**config.mk**
```make
export PLATFORM = sky130hd
export DESIGN_NAME = uart_tx_param
export DESIGN_NICKNAME = d
export VERILOG_FILES = /design/src/rtl/uart_tx_param.sv
export SDC_FILE = /design/constraint.sdc
export NUM_CORES = 1
export LEC_CHECK = 0
export BUFFER_PORTS_ARGS = -buffer_cell sky130_fd_sc_hd__clkbuf_2
export CAP_MARGIN = 10
export CELL_PAD_IN_SITES_DETAIL_PLACEMENT = 1
export CELL_PAD_IN_SITES_GLOBAL_PLACEMENT = 1
export CORE_MARGIN = 1
export CORE_UTILIZATION = 44
export CTS_CLUSTER_SIZE = 8
export DETAILED_ROUTE_END_ITERATION = 7
export PLACE_DENSITY_LB_ADDON = 0.08
export SLEW_MARGIN = 20
export SYNTH_ARGS = -nofsm -noshare
export SYNTH_HDL_FRONTEND = slang
export SYNTH_SLANG_ARGS = --single-unit
```
**constraint.sdc**
```tcl
create_clock -name clk -period 2.86 [get_ports clk]
set_clock_uncertainty 0.05 [all_clocks]
set_input_delay 0.286 -clock clk [delete_from_list [all_inputs] [get_ports clk]]
set_output_delay 0.286 -clock clk [all_outputs]
set_load 0.03 [all_outputs]
```
**src/rtl/uart_tx_param.sv**
```systemverilog
// Parameterised UART transmitter: start bit, DATA_W data bits LSB first, optional parity, STOP_BITS stop bits.
// Define UART_TX_PARITY_EN to compile in the parity bit (even, or odd when PARITY_ODD=1).
module uart_tx_param #(
    parameter int DATA_W     = 8,
    parameter int CLK_DIV    = 16,
    parameter int STOP_BITS  = 1,
    parameter int PARITY_ODD = 0
) (
    input  logic              clk,
    input  logic              reset,
    input  logic [DATA_W-1:0] data_in,
    input  logic              start,
    output logic              ready,
    output logic              busy,
    output logic              done,
    output logic              Tx,
    output logic [2:0]        dbg_state
);

    localparam int BAUD_W = $clog2(CLK_DIV);
    localparam int BIT_W  = $clog2(DATA_W);

    localparam logic [BAUD_W-1:0] BAUD_LAST = BAUD_W'(CLK_DIV - 1);
    localparam logic [BIT_W-1:0]  DATA_LAST = BIT_W'(DATA_W - 1);
    localparam logic [BIT_W-1:0]  STOP_LAST = BIT_W'(STOP_BITS - 1);

    generate
        if (DATA_W < 5 || DATA_W > 9 || CLK_DIV < 2 ||
            (STOP_BITS != 1 && STOP_BITS != 2) ||
            (PARITY_ODD != 0 && PARITY_ODD != 1)) begin : g_bad_params
            $error("uart_tx_param: illegal parameter combination");
        end
    endgenerate

`ifdef UART_TX_PARITY_EN
    typedef enum logic [2:0] {
        IDLE   = 3'd0,
        START  = 3'd1,
        DATA   = 3'd2,
        STOP   = 3'd3,
        PARITY = 3'd4
    } state_t;
`else
    typedef enum logic [2:0] {
        IDLE  = 3'd0,
        START = 3'd1,
        DATA  = 3'd2,
        STOP  = 3'd3
    } state_t;
`endif

    state_t              state_q, state_d;
    logic [BAUD_W-1:0]   baud_q, baud_d;
    logic [BIT_W-1:0]    bit_q, bit_d;
    logic [DATA_W-1:0]   shift_q, shift_d;
    logic                tx_q, tx_d;
    logic                done_q, done_d;
    logic                baud_last;
`ifdef UART_TX_PARITY_EN
    logic                par_q, par_d;
`endif

    always_ff @(posedge clk or posedge reset) begin
        if (reset) begin
            state_q <= IDLE;
            baud_q  <= '0;
            bit_q   <= '0;
            shift_q <= '0;
            tx_q    <= 1'b1;
            done_q  <= 1'b0;
`ifdef UART_TX_PARITY_EN
            par_q   <= 1'b0;
`endif
        end else begin
            state_q <= state_d;
            baud_q  <= baud_d;
            bit_q   <= bit_d;
            shift_q <= shift_d;
            tx_q    <= tx_d;
            done_q  <= done_d;
`ifdef UART_TX_PARITY_EN
            par_q   <= par_d;
`endif
        end
    end

    assign baud_last = (baud_q == BAUD_LAST);

    always_comb begin
        state_d = state_q;
        baud_d  = baud_q;
        bit_d   = bit_q;
        shift_d = shift_q;
        done_d  = 1'b0;
        tx_d    = 1'b1;
`ifdef UART_TX_PARITY_EN
        par_d   = par_q;
`endif
        case (state_q)
            IDLE: begin
                if (start) begin
                    shift_d = data_in;
                    bit_d   = '0;
                    baud_d  = '0;
                    state_d = START;
`ifdef UART_TX_PARITY_EN
                    par_d   = (PARITY_ODD != 0);
`endif
                end
            end
            START: begin
                if (baud_last) begin
                    baud_d  = '0;
                    state_d = DATA;
                end else begin
                    baud_d = baud_q + 1'b1;
                end
            end
            DATA: begin
                if (baud_last) begin
                    baud_d  = '0;
                    shift_d = shift_q >> 1;
`ifdef UART_TX_PARITY_EN
                    // Parity accumulates from the latched bits as they leave.
                    par_d   = par_q ^ shift_q[0];
`endif
                    if (bit_q == DATA_LAST) begin
                        bit_d = '0;
`ifdef UART_TX_PARITY_EN
                        state_d = PARITY;
`else
                        state_d = STOP;
`endif
                    end else begin
                        bit_d = bit_q + 1'b1;
                    end
                end else begin
                    baud_d = baud_q + 1'b1;
                end
            end
`ifdef UART_TX_PARITY_EN
            PARITY: begin
                if (baud_last) begin
                    baud_d  = '0;
                    state_d = STOP;
                end else begin
                    baud_d = baud_q + 1'b1;
                end
            end
`endif
            STOP: begin
                if (baud_last) begin
                    baud_d = '0;
                    if (bit_q == STOP_LAST) begin
                        bit_d   = '0;
                        state_d = IDLE;
                        done_d  = 1'b1;
                    end else begin
                        bit_d = bit_q + 1'b1;
                    end
                end else begin
                    baud_d = baud_q + 1'b1;
                end
            end
            default: state_d = IDLE;
        endcase

        // Line level follows the state being entered so Tx stays a pure register.
        case (state_d)
            START:   tx_d = 1'b0;
            DATA:    tx_d = shift_d[0];
`ifdef UART_TX_PARITY_EN
            PARITY:  tx_d = par_d;
`endif
            default: tx_d = 1'b1;
        endcase
    end

    assign ready     = (state_q == IDLE);
    assign busy      = ~ready;
    assign done      = done_q;
    assign Tx        = tx_q;
    assign dbg_state = state_q;

endmodule

```
======== Yosys cells after proc, flatten, opt, wreduce, memory -nomap -nowiden ========
Cells that the tools add are included.
word-level totals
  flip-flop bits (word level) ............. 20
  bits in latches ......................... 0
  RAM bits ................................ 0
  memory bits (read-only) ................. 0
  input port bits ......................... 11
  output and inout bits ................... 7
  logic and storage cells ................. 52
  memories kept ........................... 0
operators by class
  $add $sub $neg .......................... 2
  multiply operators ...................... 0
  divide/modulo/power cells ............... 0
  order comparisons ....................... 0
  equal/unequal tests ..................... 10
  shift-type cells ........................ 0
  mux-type cells .......................... 23
  bitwise operators ....................... 1
  reduce and logical (&&, ||, !) cells .... 9
operators with widths
  cell                 count
  $mux 3               11
  $mux 8               2
  $pmux 8 s2           1
  $pmux 3 s4           1
  $eq 3x2->1 const B   3
  $pmux 3 s3           1
  $mux 4               2
  $pmux 4 s2           1
  $eq 3x1->1 const B   2
  $logic_not 3->1      2
  $ne 2x2->1 const B   3
  $add 4x1->4 const B  1
  $eq 4x4->1 const B   1
  $reduce_and 4->1     1
  $reduce_bool 2->1    2
  $add 3x1->3 const B  1
  $eq 3x3->1 const B   1
  $mux 1               3
  $reduce_and 3->1     1
  $reduce_bool 3->1    1
  $reduce_or 3->1      1
  $pmux 1 s2           1
  $reduce_and 2->1     1
  $not 1->1            1

======== Depth between registers and ports, before layout ========
Gate-level depths: netlist (run 1).
  depth after elaboration ................. 6
  depth in mapped cells ................... 6
  gate-level depth less buffers ........... 5

======== Least setup slack after synthesis (run 1) ========
No wires, ideal clock.
  kind .................................... flip-flop to flip-flop
  from .................................... reg state_q[1] (netlist: dbg_state[1])
  to ...................................... reg shift_q[7]
  library setup time ...................... 0.140 ns
  arrival time ............................ 1.707 ns
  data required time ...................... 2.670 ns
  setup slack ............................. 0.962 ns
  cell stages (with the launch flop) ...... 7
  buffers on the path ..................... 1
  period minus slack after synthesis ...... 1.898 ns
  cell sequence ........................... dfrtp_1 buf_6 or3_1 inv_1 nand2_1 nand2_1 o21ai_0
on the way
  cells in the longest elaborated chain, start to end .. 3
  elaborated cells on any way between the ends .. 7
  classes of those cells .................. 3 x eq/ne; 1 x mux; 3 x reduce/logical
ends and longest elaborated chain
  element                                                           line  source
  from (decl)                                                       52    state_t state_q, state_d;
  from (signal assigned)                                            75    state_q <= state_d;
  $logic_not 3->1 (*)                                               --
  named net ready                                                   13    output logic ready,
  $ne 2x2->1 (no line) / $reduce_bool 2->1 (equally long branches)  --
  $reduce_and 3->1 (no line)                                        --
  to (signal assigned)                                              78    shift_q <= shift_d;
  to (decl)                                                         55    logic [DATA_W-1:0] shift_q, shift_d;
The timed path passes the listed nets; every way through them passes the cells marked *.
A chain may end at the register's enable or synchronous reset.

======== Worst setup path in the final report (run 1) ========
  from .................................... reg state_q[0] (netlist: dbg_state[0])
  to ...................................... reg tx_q (netlist: Tx)
on the way
  elaborated cells on any way between the ends .. 15
  classes of those cells .................. 5 x eq/ne; 9 x mux; 1 x reduce/logical
RTL lines
  element                                               line  source
  $eq 3x2->1 / $logic_not 3->1 (equally long branches)  99    case (state_q)
  $pmux 8 s2 (*)                                        99
  named net shift_d[0]                                  55
  $pmux 1 s2 (*)                                        169   case (state_d)
  named net tx_d                                        56    logic tx_q, tx_d;
  to (signal assigned)                                  79    tx_q <= tx_d;
  to (decl)                                             56
Marked as above.

==> results.txt, run 1 <==
Result of the run: completed
Slew headroom: 49.8%
CTS root buffer: clkbuf_4
PwrDens: 573 mW/mm^2
Row count: 17
Required time worst endpoint: 3.05 ns
Setup slack on the worst flop-to-flop path: 0.92 ns
FF-to-FF path depth: 5
Post-DP HPWL: 1700 um
Clock tree sinks: 20
Cell with the largest stage delay on the worst path: dfrtp_1
R2r endpoint: Tx
Worst-skew pair later-pin latency: 0.30 ns
Crit path time final: 1.94 ns
Number of global-route vias before repair: 852
DRC violation count after routing: 0
End point of the critical path: Tx
Iteration-0 DRC count of the detailed router: 8
Crit Path Max Fanout: 15
Slew at the pin closest to its max-slew limit: 0.752 ns
Register clock-pin slew on the reported worst setup and hold paths: 0.12 ns
Synthesized Nets: 119
Category of the worst setup path capture point: flop
Crit path from: dbg_state[0]
Cell chain of the critical path: nor4b_4 > buf_4 > a21oi_2 > a221o_1 > o31a_1
Detailed-route wire length per cell: 15.4 um
Most frequent cells in the layout: 19 x nand2_1, 19 x dfrtp_1, 17 x clkbuf_2, 7 x o21ai_0
Final Net Count: 138
Yosys warns: 0
Routed via count: 830
Upper clock frequency limit: 517 MHz
Part of the Yosys area used for sequential elements: 49.0%
Period utilization: 67.7%
Number of gates resized after cts: 0
Routed via count divided by cell count: 5.53
Fraction of final layout cells with drive strength greater than 1: 22.1%
Final hold vios: 0
Final estimated routing congestion in global placement: 0.810
Core region area: 0.00221 sq mm
Setup Fix Bufs, Post-CTS: 0
TritonCTS Buffers: 3
Total die area: 0.00252 sq mm
Buffers added on ports: 17
Main combinational cell family by area after synthesis: compound AO/OA/AOI/OAI gates
Routed Wire Length: 2320 um
Area share of xor/xnor cells in the synthesized design: 0%
Critical path start-end classification: reg -> reg
Number of nets still failing antenna checks after routing: 0
Length of the first detailed-routing pass in iterations: 5
Critical path data arrival time: 2.13 ns
Antenna violations before repair: 0
Die W: 50.2 um
Max clock buf depth: 2
Area growth from synthesis to layout: 15.3%
Setup total negative slack: 0 ns
Initial standard-cell utilization of the core: 46.3%
Inserted Diodes: 0
Number of max-slew violations in the final report: 0
Reg2Reg Launch Point: dbg_state[0]
Netlist cell types: 37
Synthesized-area fraction occupied by adder cells: 4.89%
Netlist Area Pre-Place: 0.00102 sq mm
Leakage dissipation: 0.584 nW
Hold_buf cts: 0
Tot GR Track Use: 20.9%
Mux share of post-synthesis cell area: 0%
Total congestion overflow after global routing: 0
Synth Area in Compound Gates: 22.2%
Final hold slack: 0.0283 ns
Delay of the slowest cell on the worst path: 0.58 ns
Flop and latch count out of synthesis: 20
Post-Syn Instances: 104
TritonCTS clock tree: done
Simple-gate share of the synthesized area: 18.9%
Global-route wire length before repair: 3860 um
Number of setup violations in the final report: 0
RSZ-0062 raised after global routing: no
Post-synthesis area per instance: 9.84 sq um
Highest ir drop seen on vdd: 0.000319 V
Count of boundary I/O pins: 18
Chip Height: 50.2 um
Number of levels in the clock H-tree: 1
Category of the worst setup path launch point: flop
Max-cap violations: 0
HP Class: in -> async
Largest net degree at the start of global routing: 21
## cell type report
cell class / count / area, sq um
flip-flops and latches: 20 / 502
well taps: 28 / 35.0
clock inverters: 1 / 30.0
clock buffers: 3 / 22.5
repair buffers: 18 / 92.6
inverters: 6 / 22.5
fillers: 258 / 1030
multi-input cells: 74 / 475
## flip-flops by register name (all words and copies together), names as in the netlist
name       flops
Tx             1
baud_q         4
bit_q          3
dbg_state      3
done           1
shift_q        8
## logic make-up (layout without fill, tap and decap cells)
logic type / after synthesis / in the layout
and+or+nand+nor: 37 / 37
adders and majority gates: 4 / 4
buffers and inverters: 10 / 28
DFF: 20 / 20
other: 1 / 1
AOI/OAI and AO/OA: 32 / 32
## stage by stage
stage                     instances  area, sq um  worst slack (ns)  power [mW]  utilization, %
after floorplan                 104         1020             0.962       0.417               -
after global placement          146         1130             0.993       0.447            51.0
after detailed placement        146         1130             0.933       0.453            51.0
after CTS                       150         1180             0.911       0.687            53.3
after global routing            150         1180             0.814       0.715            53.3
final                           150         1180             0.924       0.676            53.3
## where the power goes
group          switching [mW]  internal [mW]  total [mW]
combinational          0.0581         0.0418      0.0999
sequential             0.0305          0.316       0.347
clock                  0.0884          0.142       0.230
## critical path, delay by kind of cell, from the launching register on
family                 cells  cell delay [ns]
and+or+nand+nor            1             0.31
buffers and inverters      1             0.23
AOI/OAI and AO/OA          3             0.70
DFF                        1             0.58
## worst min path at each step
stage                     cells past startpoint  slack [ns]      endpoint
after floorplan                               1        0.20     baud_q[0]
after global placement                        2        0.39  dbg_state[2]
after detailed placement                      2        0.40    shift_q[4]
after CTS                                     2        0.06    shift_q[4]
after global routing                          2         0.1    shift_q[4]
final                                         2        0.03    shift_q[4]
## per-layer routing
metal	GRT usage, %	share of wire [%]
met5	0	0
met4	7.14	0.60
met3	3.64	1.9
met2	36.9	53
met1	25.2	44
## synthesized netlist by cell type
cell	instances	area share [%]
o31a_1	1	0.86
nor3_1	2	0.98
o21ba_2	1	0.98
o31ai_1	3	2.2
nand3_1	2	0.98
o21ai_0	7	3.4
a221oi_1	1	0.86
nand2_1	19	7.0
a22o_1	1	0.86
ha_1	4	4.9
nand4_1	1	0.61
nand3b_1	1	0.73
a21o_1	2	1.5
nor4b_4	1	2.3
and2_1	1	0.61
inv_1	6	2.2
buf_6	1	1.1
or3_1	1	0.61
o21bai_1	1	0.73
nor3_2	1	0.98
buf_2	1	0.49
a22oi_1	6	4.4
a221o_1	1	0.98
nor3b_1	2	1.5
o2111ai_1	1	0.86
and3_1	1	0.61
dfrtp_1	19	46
conb_1	1	0.37
a21oi_2	1	0.86
a211o_1	1	0.86
clkbuf_1	2	0.73
dfstp_2	1	2.6
a21oi_1	3	1.5
nand2b_1	1	0.61
o21a_1	1	0.73
nor2_1	4	1.5
a211oi_1	1	0.73
Power figures use the tool's default switching activity.
==> run 2: changes to the inputs <==
--- a/config.mk
+++ b/config.mk
@@ -10,7 +10,7 @@
 export CELL_PAD_IN_SITES_DETAIL_PLACEMENT = 1
 export CELL_PAD_IN_SITES_GLOBAL_PLACEMENT = 1
 export CORE_MARGIN = 1
-export CORE_UTILIZATION = 44
+export CORE_UTILIZATION = 41
 export CTS_CLUSTER_SIZE = 8
 export DETAILED_ROUTE_END_ITERATION = 7
 export PLACE_DENSITY_LB_ADDON = 0.08
==> constraint.sdc (replaced) <==
create_clock -name clk -period 1.8 [get_ports clk]
set_clock_uncertainty 0.05 [all_clocks]
set_input_delay 0.18 -clock clk [delete_from_list [all_inputs] [get_ports clk]]
set_output_delay 0.18 -clock clk [all_outputs]
set_load 0.03 [all_outputs]
==> run 2 against run 1 <==
Setup slack got worse by 0.88 ns. Total power rose by 49%. Global-route usage rose by 1.7 points. Count of clock-buffer cells in the layout rose by 1. Maximum frequency rose by 10%. Die area rose by 7.0%. Non-clock buffer count rose by 14. Flip-flop and latch count did not move. Wire length rose by 9.4%. Register-to-register slack got worse by 0.88 ns. Via count rose by 7.7%. Critical endpoint unchanged. Largest power group unchanged. Highest routed layer unchanged.
==> results.txt, run 2 (synthesized netlist as in run 1, its figures left out) <==
Share of power burned in combinational logic: 21.0%
Number of setup violations in the final report: 0
Period utilization: 97.8%
Switching power as a share of total power: 28.3%
Category of the worst setup path launch point: flop
Slew headroom: 64.8%
Antenna violations before repair: 0
Clock tree sinks: 20
Routed via count divided by cell count: 5.45
Max-cap violations: 0
Register bank with the most flops: shift_q
Register clock-pin slew on the reported worst setup and hold paths: 0.11 ns
Most common library cell in the layout ignoring fill and taps: nand2_1
Delay of the slowest cell on the worst path: 0.46 ns
Initial standard-cell utilization of the core: 45.0%
Result of the run: completed
Critical path start-end classification: reg -> reg
Cell chain of the critical path: buf_12 > nor4b_4 > buf_4 > a21oi_2 > a221o_1 > o31a_1
Number of nets still failing antenna checks after routing: 0
Chip Height: 52.0 um
DRC violation count after routing: 0
Number of global-route vias before repair: 946
Setup total negative slack: 0 ns
Category of the worst setup path capture point: flop
TritonCTS Buffers: 3
Post-DP HPWL: 1900 um
Worst setup timing slack at the placement stage: 0.0531 ns
Total die area: 0.00270 sq mm
Buffers added on ports: 17
Area growth from synthesis to layout: 27.1%
Length of the first detailed-routing pass in iterations: 4
Cell-internal power: 0.722 mW
Number of max-slew violations in the final report: 0
PwrDens: 773 mW/mm^2
Upper clock frequency limit: 568 MHz
Iteration-0 DRC count of the detailed router: 9
HP Class: in -> reg
Sequential share of power: 53.4%
FF-to-FF path depth: 6
CTS root buffer: clkbuf_4
TritonCTS clock tree: done
Final estimated routing congestion in global placement: 0.776
Critical path data arrival time: 1.94 ns
Tot GR Track Use: 22.6%
Final hold vios: 0
Most frequent cells in the layout: 19 x nand2_1, 16 x dfrtp_1, 16 x clkbuf_2, 14 x buf_4, 7 x o21ai_0
Count of boundary I/O pins: 18
Net switching power of the design: 0.285 mW
Crit Path Max Fanout: 5
Core region area: 0.00228 sq mm
Global-route wire length before repair: 4360 um
Die W: 52.0 um
Number of flip-flops in the largest register: 8
Cell with the largest stage delay on the worst path: dfrtp_2
Leakage dissipation: 0.644 nW
Final Net Count: 152
Clock share of power: 25.7%
Routed Wire Length: 2530 um
Reg2Reg Launch Point: dbg_state[2]
Total congestion overflow after global routing: 0
Worst hold path depth: 3
Final worst-path setup slack: 0.0397 ns
Fraction of final layout cells with drive strength greater than 1: 35.3%
Startpoint of the lowest-slack hold path: data_in[7]
Sink of the worst hold path: shift_q[7]
Detailed-route wire length per cell: 15.5 um
RSZ-0062 raised after global routing: yes
Row count: 17
Slew at the pin closest to its max-slew limit: 0.528 ns
Crit path time final: 1.76 ns
Number of fillers in the final layout: 275
Required time worst endpoint: 1.98 ns
Highest ir drop seen on vdd: 0.000448 V
R2r endpoint: Tx
Worst-skew pair later-pin latency: 0.29 ns
Inserted Diodes: 0
Final hold slack: 0.0375 ns
Number of levels in the clock H-tree: 1
Setup slack on the worst flop-to-flop path: 0.04 ns
Routed via count: 894
Largest registers: shift_q x8, baud_q x4
Max clock buf depth: 2
Largest net degree at the start of global routing: 14
## run 2: timing repair
action,in CTS,in global routing
buffers inserted,3,1
endpoints found under the hold margin,12,0
hold buffers,1,0
pin swaps,0,1
resized for setup,3,5
cloned,0,0
endpoints found under the setup margin,1,4
## run 2: how the worst max path moves through the flow
| stage | start | to | slack [ns] | cells past startpoint |
|---|---|---|---|---|
| global route | dbg_state[2] | Tx | -0.03 | 6 |
| finish | dbg_state[2] | Tx | 0.04 | 6 |
| CTS | dbg_state[0] | ready | 0.03 | 4 |
| floorplan | dbg_state[2] | Tx | 0.01 | 5 |
| global placement | baud_q[1] | Tx | 0.14 | 5 |
| detailed placement | baud_q[1] | Tx | 0.05 | 5 |
## run 2: final cells by class
cell class	count	area (sq um)	share of cell area (%)
Sequential cell	20	505	38.8
Clock buffer	4	36.3	2.79
Multi-Input combinational cell	74	487	37.4
Tap cell	28	35.0	2.69
Inverter	6	22.5	1.73
Timing Repair Buffer	32	215	16.5
## run 2: per-layer routing
layer | vias up | track usage [%] | wire length (um)
li1 | 434 | - | -
met1 | 446 | 26.9 | 1120
met2 | 12 | 40.2 | 1330
met3 | 2 | 4.39 | 71
met4 | 0 | 7.21 | 17
met5 | - | 0 | 0
## run 2: power groups by stage
| stage | combinational (mW) | sequential, mW | clock, mW |
|---|---|---|---|
| finish | 0.211 | 0.537 | 0.258 |
| global route | 0.238 | 0.544 | 0.284 |
| CTS | 0.209 | 0.538 | 0.278 |
| detailed placement | 0.192 | 0.548 | 0 |
| global placement | 0.184 | 0.545 | 0 |
| floorplan | 0.111 | 0.552 | 0 |
## run 2: critical path, delay by kind of cell (launching register included)
kind,cells,cell delay [ns]
AOI/OAI and AO/OA,3,0.63
DFF,1,0.46
buffers and inverters,2,0.32
and+or+nand+nor,1,0.23
## run 2: stage by stage
step	std cells	area, sq um	power, mW	utilization [%]
floorplan	104	1020	0.663	-
global placement	155	1200	0.729	52.6
detailed placement	155	1200	0.741	52.6
CTS	163	1280	1.02	56.3
global route	164	1300	1.07	57.2
finish	164	1300	1.01	57.2
==> run 3: changes to the inputs <==
--- a/config.mk
+++ b/config.mk
@@ -10,7 +10,7 @@
 export CELL_PAD_IN_SITES_DETAIL_PLACEMENT = 1
 export CELL_PAD_IN_SITES_GLOBAL_PLACEMENT = 1
 export CORE_MARGIN = 1
-export CORE_UTILIZATION = 41
+export CORE_UTILIZATION = 40
 export CTS_CLUSTER_SIZE = 8
 export DETAILED_ROUTE_END_ITERATION = 7
 export PLACE_DENSITY_LB_ADDON = 0.08
==> run 3 against run 2 <==
Flip-flop and latch count stayed put. Non-clock buffer count grew 2. Setup slack improved by 0.031 ns. Design area down 0.87%. Maximum frequency increased by 1.8%. Wire length is 0.87% lower. Die area increased by 2.4%. Register-to-register slack improved by 0.03 ns. Combinational power down 4%. First-iteration DRC count increased by 22%. Critical path depth fell by 1. Worst hold slack worse by 0.0070 ns. Critical path type unchanged.
==> results.txt, run 3 (synthesized netlist as in run 1, its figures left out) <==
Routed length on met3: 86 um
Buffers added on ports: 17
HP Class: in -> reg
Count of boundary I/O pins: 18
Worst setup timing slack at the placement stage: 0.0483 ns
Final core utilization: 55.6%
Largest net degree at the start of global routing: 21
Max clock buf depth: 2
Final estimated routing congestion in global placement: 0.768
Max-cap violations: 0
Number of max-slew violations in the final report: 0
Total congestion overflow after global routing: 0
Tot GR Track Use: 21.9%
Critical path data arrival time: 1.93 ns
Final hold slack: 0.0305 ns
Iteration-0 DRC count of the detailed router: 11
Number of flip-flops in the largest register: 8
Area growth from synthesis to layout: 26.0%
TritonCTS Buffers: 3
Largest registers: shift_q x8, baud_q x4
Crit path time final: 1.73 ns
Global-route wire length before repair: 4220 um
Chip Height: 52.6 um
Clock tree sinks: 20
Required time worst endpoint: 2.00 ns
Number of levels in the clock H-tree: 1
Category of the worst setup path capture point: flop
Final hold vios: 0
Register bank with the most flops: shift_q
Row count: 17
Antenna violations before repair: 0
Inserted Diodes: 0
Initial standard-cell utilization of the core: 44.1%
Routed via count divided by cell count: 5.44
Routed metal-1 wire length: 1120 um
Highest ir drop seen on vdd: 0.000530 V
DRC violation count after routing: 0
Critical path start-end classification: reg -> reg
Routed via count: 903
Core region area: 0.00232 sq mm
Die W: 52.6 um
Fraction of final layout cells with drive strength greater than 1: 34.1%
Detailed-route wire length per cell: 15.1 um
Result of the run: completed
Total die area: 0.00277 sq mm
Most common library cell in the layout ignoring fill and taps: nand2_1
Routed Wire Length: 2510 um
Post-DP HPWL: 1770 um
Top routing layer in use: met4
Number of setup violations in the final report: 0
CTS root buffer: clkbuf_4
Crit Path Max Fanout: 5
Setup total negative slack: 0 ns
PwrDens: 752 mW/mm^2
Upper clock frequency limit: 578 MHz
Length of the first detailed-routing pass in iterations: 4
Leakage dissipation: 0.649 nW
Number of global-route vias before repair: 952
Final Total Pwr: 0.970 mW
TritonCTS clock tree: done
Register clock-pin slew on the reported worst setup and hold paths: 0.11 ns
Number of nets still failing antenna checks after routing: 0
Final worst-path setup slack: 0.0703 ns
Period utilization: 96.1%
Most frequent cells in the layout: 19 x nand2_1, 17 x dfrtp_1, 17 x buf_4, 16 x clkbuf_2, 7 x o21ai_0
Worst-skew pair later-pin latency: 0.31 ns
Category of the worst setup path launch point: flop
Final Net Count: 154
RSZ-0062 raised after global routing: no
Met2 wire len: 1240 um
==> run 3: cell types whose count changed in the layout (fill, tap and decap cells not counted), sizes merged <==
cell	previous run	this run
buf	15	17
==> run 3: what timing repair did <==
| item | in CTS | in global routing |
|---|---|---|
| resized for setup | 2 | 4 |
| endpoints found under the setup margin | 1 | 3 |
| hold buffers | 1 | 0 |
| hold endpoints to repair | 19 | 0 |
| setup buffers | 4 | 2 |
| pin swaps | 0 | 1 |
==> run 3: metal layers <==
metal / GRT usage, % / vias up
met5: 0 / -
met4: 12.7 / 0
met3: 5.22 / 7
met2: 35.9 / 19
met1: 26.0 / 439
li1: - / 438
==> run 3: final cells by class <==
type / instances / area, sq um
Sequential cell: 20 / 504
Clock buffer: 4 / 26.3
Fill cell: 277 / 1030
Multi-Input combinational cell: 74 / 484
Timing Repair Buffer: 34 / 218
Inverter: 6 / 22.5
Tap cell: 28 / 35.0
==> run 3: critical path, cell delays in order, from the launching register on <==
cell	delay [ns]
dfrtp_1	0.41
ha_1	0.25
and3_2	0.28
a21oi_2	0.08
a221o_1	0.31
o31a_1	0.28
==> run 3: power breakdown <==
group / internal [mW] / switching, mW / total (mW)
combinational: 0.0902 / 0.112 / 0.202
clock: 0.0867 / 0.144 / 0.230
sequential: 0.502 / 0.0348 / 0.537
==> run 3: worst paths after layout <==
path	slack, ns	to	start	cells after the start
max	0.07	Tx	baud_q[1]	5
min reg2reg	0.44	shift_q[2]	shift_q[2]	2
max reg2reg	0.07	Tx	baud_q[1]	5
min in group asynchronous	0.37	baud_q[3]	reset	4
min	0.03	shift_q[7]	data_in[7]	3
max in group asynchronous	1.06	Tx	reset	4
==> run 3: stage by stage <==
stage / std cells / instance area [sq um]
2_1_floorplan: 104 / 1020
3_3_place_gp: 155 / 1200
3_5_place_dp: 155 / 1200
4_1_cts: 164 / 1270
5_1_grt: 166 / 1290
6_report: 166 / 1290
